### config.mk
export PLATFORM = sky130hd
export DESIGN_NAME = shift_reg_deser
export DESIGN_NICKNAME = d
export VERILOG_FILES = /design/src/rtl/shift_reg_deser.sv
export SDC_FILE = /design/constraint.sdc
export NUM_CORES = 1
export LEC_CHECK = 0
export ABC_CLOCK_PERIOD_IN_PS = 4100
export BUFFER_PORTS_ARGS = -buffer_cell sky130_fd_sc_hd__buf_4
export CAP_MARGIN = 15
export CORE_UTILIZATION = 30
export DETAILED_ROUTE_END_ITERATION = 8
export MAX_ROUTING_LAYER = met4
export PLACE_DENSITY = 0.5
export SYNTH_ARGS = -nofsm -noshare
export SYNTH_HDL_FRONTEND = slang
export SYNTH_SLANG_ARGS = --single-unit
### constraint.sdc
create_clock -name clk_50 -period 4.1 [get_ports clk_50]
set_input_delay 0.41 -clock clk_50 [delete_from_list [all_inputs] [get_ports clk_50]]
set_output_delay 0.41 -clock clk_50 [all_outputs]
set_load 0.03 [all_outputs]
### src/rtl/shift_reg_deser.sv
// Serial-to-parallel deserializer: start pulse, WIDTH qualified data bits, optional parity bit,
// then a one-cycle done strobe with the assembled word on data_out.
module shift_reg_deser #(
    parameter int WIDTH     = 8,
    parameter int LSB_FIRST = 1,
    parameter int PARITY    = 0
) (
    input  logic             clk_50,
    input  logic             reset,
    input  logic             start,
    input  logic             data_en,
    input  logic             serial_data,
    output logic [WIDTH-1:0] data_out,
    output logic             done,
    output logic             busy,
    output logic             parity_err
);

    localparam int CW = $clog2(WIDTH + 1);
    localparam logic [CW-1:0] CNT_LAST = CW'(WIDTH);
    localparam logic ODD = (PARITY == 2);

    localparam logic [1:0] IDLE  = 2'd0;
    localparam logic [1:0] SHIFT = 2'd1;
    localparam logic [1:0] PAR   = 2'd2;
    localparam logic [1:0] DONE  = 2'd3;

    logic [1:0]       state_q, state_d;
    logic [CW-1:0]    cnt_q, cnt_d;
    logic [WIDTH-1:0] sreg_q, sreg_d;
    logic [WIDTH-1:0] shifted;
    logic             load;
    logic             perr_d;

    always_comb begin
        if (LSB_FIRST != 0) begin
            shifted = {serial_data, sreg_q[WIDTH-1:1]};
        end else begin
            shifted = {sreg_q[WIDTH-2:0], serial_data};
        end
    end

    always_comb begin
        state_d = state_q;
        cnt_d   = cnt_q;
        sreg_d  = sreg_q;
        load    = 1'b0;
        perr_d  = 1'b0;
        case (state_q)
            IDLE, DONE: begin
                if (start) begin
                    state_d = SHIFT;
                    cnt_d   = '0;
                end else begin
                    state_d = IDLE;
                end
            end
            SHIFT: begin
                if (data_en) begin
                    sreg_d = shifted;
                    cnt_d  = cnt_q + CW'(1);
                    // Exit on the edge that consumes the last bit, so the count stops at WIDTH.
                    if (cnt_d == CNT_LAST) begin
                        if (PARITY != 0) begin
                            state_d = PAR;
                        end else begin
                            state_d = DONE;
                            load    = 1'b1;
                        end
                    end
                end
            end
            PAR: begin
                if (data_en) begin
                    state_d = DONE;
                    load    = 1'b1;
                    perr_d  = (^sreg_q) ^ serial_data ^ ODD;
                end
            end
            default: state_d = IDLE;
        endcase
    end

    always_ff @(posedge clk_50) begin
        if (reset) begin
            state_q    <= IDLE;
            cnt_q      <= '0;
            sreg_q     <= '0;
            data_out   <= '0;
            done       <= 1'b0;
            busy       <= 1'b0;
            parity_err <= 1'b0;
        end else begin
            state_q <= state_d;
            cnt_q   <= cnt_d;
            sreg_q  <= sreg_d;
            done    <= (state_d == DONE);
            busy    <= (state_d == SHIFT) || (state_d == PAR);
            if (load) begin
                data_out   <= sreg_d;
                parity_err <= perr_d;
            end
        end
    end

endmodule

After elaboration in Yosys (flattened, before gate mapping) --
Index checks and enable logic that the tools add are counted. W data, S select, Z words.
Word-level totals: bits in registers 25, input port bits 5, word-level logic and storage cells 40
Cells by class: add/sub/neg operators 1, equal/unequal tests 9, mux-type cells 16, bitwise logic cells 1, reduce and logical (&&, ||, !) cells 6
Operators by type and width (number):
- $mux W8 | 2
- $eq A2 B2 Y1 const B | 4
- $mux W4 | 2
- $pmux W4 S2 | 1
- $reduce_xor A8 Y1 | 1
- $mux W1 | 6
- $mux W2 | 3
- $pmux W2 S3 | 1
- $add A4 B1 Y4 const B | 1
- $eq A2 B1 Y1 const B | 2
- $eq A4 B4 Y1 const B | 1
- $ne A2 B2 Y1 const B | 2
- $reduce_and A3 Y1 | 1
- $logic_not A2 Y1 | 1
- $pmux W1 S2 | 1
- $reduce_bool A2 Y1 | 1
- $reduce_or A2 Y1 | 1
- $logic_or A1 B1 Y1 | 1
- $xor A1 B1 Y1 | 1

Longest topological paths before layout --
Gate-level depths: netlist of the first run.
depth after elaboration 7, gate-level depth with buffers 10, depth with buffers taken out 8

Worst setup path after synthesis of the first run --
Ideal clock, no wire load.
path kind register to register, start register state_q[1], end register busy, data arrival time 1.952 ns, data required time 3.972 ns, path slack 2.021 ns, stages on the path, launching flop included 11, cells stage by stage dfxtp_1 -> inv_1 -> ha_1 -> and2_1 -> buf_6 -> o2111a_1 -> o21a_2 -> buf_6 -> or2_1 -> ha_1 -> nor2b_1
Between the ends: cells in the longest elaborated chain, start to end 5, elaborated cells between the ends (all ways) 12
Ends and longest elaborated chain:
- from (decl) | line 28 | logic [1:0] state_q, state_d;
- from (signal assigned) | line 94 | state_q <= state_d;
- $eq A2 B2 Y1 (tied with other cells) | line 49 | case (state_q)
- $reduce_or A2 Y1 / $mux W2 (equally long branches) | line 49, 59
- $pmux W2 S3 * | line 49
- net state_d[1] | line 28
- $eq A2 B1 Y1 / $eq A2 B2 Y1 (equally long branches) | line 98 | busy <= (state_d == SHIFT) || (state_d == PAR);
- $logic_or A1 B1 Y1 * | line 98
- to (signal assigned) | line 98
- to (decl) | line 15 | output logic busy,
The timed path passes the listed nets; every way through them passes the cells marked *. A chain may end at the register's enable or synchronous reset.

Worst setup path after layout of the first run --
Ends and elaborated chain as after synthesis.

==> impl_results.md, run 1 <==
- 1st-iter DRT viols: 73
- Max VDD drop: 0.0938 mV
- Sequential area share after synthesis: 42.1%
- Initial core utilization: 31.8%
- Final ANT Viol Nets: 0
- Rows: 22
- Synthesized instance count: 127
- Post-synth EDFFs: 0
- Gr ovfl total: 0
- Slew @ Worst Pin: 0.499 ns
- H-Tree Depth: 1
- Pwr per Cell Area: 316 nW/um^2
- Largest net degree at the start of global routing: 27
- Worst r2r path cells: 8
- Slew Limit Fails: 0
- Cts hold-fix bufs: 0
- Final hold vios: 0
- Initial antenna violation count: 0
- Share of layout cells above drive strength 1: 21.4%
- Wire length of the first global-routing pass: 3750 um
- CTS root buf: clkbuf_8
- Pwr Total: 0.000433 W
- Syn nets: 136
- Die Area: 4220 um^2
- Vias: 856
- Routed vias/inst: 4.55
- Vias in the first global route: 821
- Leak: 0.555 nW
- Setup TNS: 0 ns
- Die Ht: 65.0 um
- Drt total wl: 2120 um
- Chip Width: 65.0 um
- Hold EP: sreg_q[7]
- Syn_area_per_cell: 9.37 um^2
- Clock buffer depth: 2
- Cell repeated most along the worst path: ha_1
- Cts bufs inserted: 3
- Top_reg_cell synth: dfxtp_1
- Clk_lat worst skew: 0.27 ns
- Post-synth ARST share: 0%
- R2R Setup Slk: 1.91 ns
- Final setup violation count: 0
- Area grow syn2layout: 15.4%
- Buffers added on ports: 15
- Max Freq: 456 MHz
- Max-Cap Viols: 0
- Core area: 3740 um^2
- Worst-path fanout max: 11
- CP Launch Type: flip-flop
- Routability cong.: 0.759
- CP endpoint kind: flip-flop
- Worst hold slack: 0.426 ns
- Worst endpoint required time: 4.26 ns
- CTS-repair resized insts: 0
- TritonRoute pass-1 iters: 4
- Post-DP HPWL: 1470 um
- Unique masters post-synth: 33
- Clock-pin slew on the worst setup and hold paths: 0.09 ns
- Critical Path Slowest Stage Cell: dfxtp_1
- Unrepaired setup endpoints after global routing: no
- Worst r2r src: state_q[1]
- #FFs+latches synth: 25
- Clock Skews: 0.00198 ns
- Cell area after synthesis: 1190 um^2
- Sum of buffers and inverters on the critical path: 1
- Ys Warns: 0
- CTS tree: yes
- Run status: completed
- DRC errors left: 0
- Critical Path, Cell by Cell: inv_1, ha_1, and2_1, o2111a_1, o21a_2, or2_1, ha_1, nor2b_1
- Fin crit share: 53.5%
- Hold Crit Class: primary input to flip-flop
- CP Class: flip-flop to flip-flop
- DR WL/cell: 11.3 um
- Min Clock Period, post-route: 2.19 ns
- Min-delay src: serial_data
- CTS sink cnt: 25
- Slew margin rel.: 66.7%
- CP delay by family, top: simple AND/OR/NAND/NOR gates
- Boundary Pins: 16
- Hold depth: 3
- ANT cells: 0
- Reg-to-reg critical path endpoint: busy
- WP data arrival: 2.36 ns
- Post-CTS Setup Bufs: 0
- Gr usage total: 11.9%
- Post-layout nets: 150
- Crit path largest cell delay: 0.35 ns
[metrics by stage]
step	cells	area (um^2)	util (%)	worst slack (ns)
after global routing	188	1370	36.7	1.73
final	188	1370	36.7	1.91
after global placement	184	1320	35.4	1.95
after floorplan	127	1190	-	2.02
after CTS	188	1370	36.7	1.88
after detailed placement	184	1320	35.4	1.90
[layer usage]
metal	part of all wire, %	wire length [um]	global-route usage (%)
met5	0	0	-
met4	1.8	38	5.83
met3	3.0	63	2.11
met2	41	880	16.9
met1	54	1140	16.1
[cell families after synthesis]
family | count (synthesis) | synth area share, %
AO/OA/AOI/OAI | 25 | 13.6
flip-flops | 25 | 42.1
AND/OR/NAND/NOR | 47 | 19.2
adder cells (fa/ha/maj) | 4 | 4.21
multiplexers | 8 | 9.78
buffers and inverters | 11 | 4.84
XOR/XNOR | 7 | 6.31
[sequential cells by signal (all words and copies together), names as in the netlist]
signal      cells
busy            1
parity_err      1
cnt_q           4
data_out        8
done            1
sreg_q          8
state_q         2
[power by group]
group	internal, W	switching (W)	leakage [nW]	total, W
Combinational	0.0000136	0.0000211	0.331	0.0000347
Sequential	0.000245	0.00000193	0.202	0.000247
Clock	0.0000689	0.0000823	0.0217	0.000151
Total	0.000328	0.000105	0.555	0.000433
[worst max-delay path by stage]
stage / startpoint / end / depth (start not counted)
finish: state_q[1] / busy / 8
floorplan: state_q[1] / busy / 10
global route: state_q[1] / busy / 8
CTS: state_q[1] / busy / 8
global placement: state_q[1] / busy / 8
detailed placement: state_q[1] / busy / 8
[cells in the final DEF, fill, tap and decap left out, types with 2 or more instances in the layout]
| cell type | n |
|---|---|
| nor2_1 | 7 |
| xnor2_1 | 4 |
| buf_4 | 15 |
| nor3_1 | 4 |
| a21oi_1 | 11 |
| dfxtp_1 | 25 |
| and2_1 | 2 |
| inv_1 | 5 |
| mux2_4 | 7 |
| ha_1 | 4 |
| clkbuf_8 | 3 |
| xor2_1 | 2 |
| nor2b_1 | 12 |
| nand2_1 | 18 |
| o21ai_0 | 4 |
[cell usage after synthesis, drive strengths merged, types with 2 or more instances]
cell / n / area share [%]
clkbuf: 2 / 0.63
inv: 5 / 1.6
xor2: 2 / 1.5
a21oi: 11 / 4.6
mux2: 8 / 9.8
nor2b: 12 / 6.3
nand2: 18 / 5.7
o21ai: 4 / 1.7
and2: 2 / 1.1
ha: 4 / 4.2
xnor2: 4 / 2.9
nor2: 7 / 2.2
buf: 4 / 2.6
dfxtp: 25 / 42
nor3: 4 / 1.7
[area by class of cell]
cell class / instances / area [um^2]
Inverter: 5 / 18.8
Tap cell: 48 / 60.1
Timing Repair Buffer: 15 / 113
Clock buffer: 3 / 41.3
Clock inverter: 1 / 7.51
Multi-Input combinational cell: 91 / 632
Sequential cell: 25 / 500
Fill cell: 409 / 2370
[worst reg2reg max path, delay by kind of cell (launching register included)]
kind | cells | cell delay (ns)
adders and majority gates | 2 | 0.53
and+or+nand+nor | 3 | 0.67
AOI/OAI and AO/OA | 2 | 0.48
DFF | 1 | 0.35
buffers and inverters | 1 | 0.06
(Power assumes the default switching activity.)
==> run 2, diff against run 1 <==
- ABC_CLOCK_PERIOD_IN_PS: 4100 -> 2200
- clock period: 4.1 -> 2.2 ns (I/O delays scaled with it)
==> run 2 against run 1 <==
Non-clock buffer count rose by 3. Setup slack got worse by 1.6 ns. Global-route usage fell by 0.081 points. Routed wire length rose by 2.8%. Critical path type unchanged. Clock power rose by 84%. Critical endpoint unchanged. Final cell count rose by 1.6%. Critical path depth did not move.
==> impl_results.md, run 2 (synthesis gave the netlist of run 1 again) <==
- Run status: completed
- Wire length of the first global-routing pass: 3740 um
- Combinational share of power: 8.5%
- Rows: 22
- Max VDD drop: 0.186 mV
- Chip Width: 65.0 um
- CTS root buf: clkbuf_8
- Post-DP HPWL: 1510 um
- CTS sink cnt: 25
- Cts bufs inserted: 3
- Worst endpoint required time: 2.35 ns
- Area grow syn2layout: 17.2%
- Drt total wl: 2180 um
- Min-delay src: serial_data
- Share of total power in the clock network: 34.5%
- CP endpoint kind: flip-flop
- Internal Power: 0.000613 W
- Reg-to-reg critical path endpoint: busy
- H-Tree Depth: 1
- Initial core utilization: 31.8%
- Die Ht: 65.0 um
- Final setup violation count: 0
- Vias: 862
- Max-Cap Viols: 0
- Buffers added on ports: 15
- DR WL/cell: 11.4 um
- Share of layout cells above drive strength 1: 23.1%
- CTS-repair resized insts: 0
- Core area: 3740 um^2
- Final WS setup: 0.294 ns
- Final ANT Viol Nets: 0
- R2R Setup Slk: 0.29 ns
- Worst slack, placed: 0.296 ns
- Largest net degree at the start of global routing: 27
- TritonRoute pass-1 iters: 3
- Unrepaired setup endpoints after global routing: no
- Hold EP: sreg_q[7]
- Hold Crit Class: primary input to flip-flop
- CTS tree: yes
- Clock buffer depth: 2
- Slew @ Worst Pin: 0.406 ns
- Net switching power: 0.000194 W
- Die Area: 4220 um^2
- WP data arrival: 2.06 ns
- Hold depth: 3
- Min Clock Period, post-route: 1.91 ns
- Initial antenna violation count: 0
- Vias in the first global route: 844
- CP Class: flip-flop to flip-flop
- Slew Limit Fails: 0
- Filler cell count in the final layout: 412
- Slew margin rel.: 72.9%
- Cts hold-fix bufs: 0
- Post-layout nets: 153
- Seq pwr share: 57.1%
- Area of the multi-input gates: 632 um^2
- Post-CTS Setup Bufs: 0
- Final hold vios: 0
- Worst r2r src: state_q[1]
- Routability cong.: 0.798
- Crit path largest cell delay: 0.34 ns
- Largest regs: data_out: 8 flops, sreg_q: 8 flops, cnt_q: 4 flops
- Gr usage total: 11.8%
- Worst r2r path cells: 8
- Gr ovfl total: 0
- ANT cells: 0
- Critical Path Slowest Stage Cell: dfxtp_1
- Routed vias/inst: 4.51
- Pwr per Cell Area: 579 nW/um^2
- Clock Skews: 0.00596 ns
- Clk_lat worst skew: 0.27 ns
- Most common cell after layout, fill and taps aside: dfxtp_1
- DRC errors left: 0
- Sw Ratio: 24.0%
- Fin crit share: 86.6%
- Register area: 500 um^2
- Boundary Pins: 16
- 1st-iter DRT viols: 26
- Max Freq: 525 MHz
- Cell repeated most along the worst path: ha_1
- Clock-pin slew on the worst setup and hold paths: 0.09 ns
- CP Launch Type: flip-flop
- Setup TNS: 0 ns
- Commonest non-fill, non-tap cells in the layout: dfxtp_1, nand2_1, buf_4
- Critical Path, Cell by Cell: inv_1, ha_1, and2_1, o2111a_1, o21a_2, or2_1, ha_1, nor2b_1
- Leak: 0.571 nW
- Worst-path fanout max: 7
[run 2: cell types whose count changed in the layout (fill, tap and decap cells not counted), sizes merged]
| cell | change |
|---|---|
| buf | +3 |
[run 2: power by group through the flow]
| stage | combinational [W] | sequential, W | clock (W) |
|---|---|---|---|
| floorplan | 0.0000449 | 0.000474 | 0 |
| global placement | 0.0000672 | 0.000471 | 0 |
| detailed placement | 0.0000686 | 0.000471 | 0 |
| CTS | 0.0000689 | 0.000461 | 0.000291 |
| global route | 0.0000768 | 0.000462 | 0.000311 |
| finish | 0.0000682 | 0.000461 | 0.000278 |
[run 2: worst max-delay path by stage]
stage,from,end,slack [ns]
floorplan,state_q[1],busy,0.12
global placement,state_q[1],busy,0.35
detailed placement,state_q[1],busy,0.30
CTS,state_q[1],busy,0.28
global route,state_q[1],busy,0.16
finish,state_q[1],busy,0.29
[run 2: through the flow]
step                total power [W]  std cells  hold WS (ns)  utilization (%)  area, um^2
floorplan                  0.000518        127         0.370                -        1190
global placement           0.000538        187         0.479             36.0        1350
detailed placement         0.000540        187         0.475             36.0        1350
CTS                        0.000821        191         0.236             37.3        1400
global route               0.000850        191         0.252             37.3        1400
finish                     0.000807        191         0.246             37.3        1400
[run 2: cell type report]
type	instances	area share [%]
Clock buffer	3	2.96
Clock inverter	1	0.538
Inverter	5	1.35
Multi-Input combinational cell	91	45.3
Sequential cell	25	35.9
Tap cell	48	4.30
Timing Repair Buffer	18	9.69
[run 2: layer usage]
| metal | up-vias | GRT usage, % | part of all wire, % |
|---|---|---|---|
| met2 | 8 | 17.6 | 44 |
| met5 | - | - | 0 |
| met3 | 2 | 2.11 | 2.6 |
| met4 | 0 | 5.00 | 0.96 |
| met1 | 390 | 15.6 | 53 |
| li1 | 462 | - | - |
[run 2: worst max-delay path, delay by kind of cell, from the launching register on]
kind                     cells  cell delay, ns
adder cells (fa/ha/maj)      2            0.53
AO/OA/AOI/OAI                2            0.33
AND/OR/NAND/NOR              3            0.54
flip-flops                   1            0.34
buffers and inverters        1            0.06
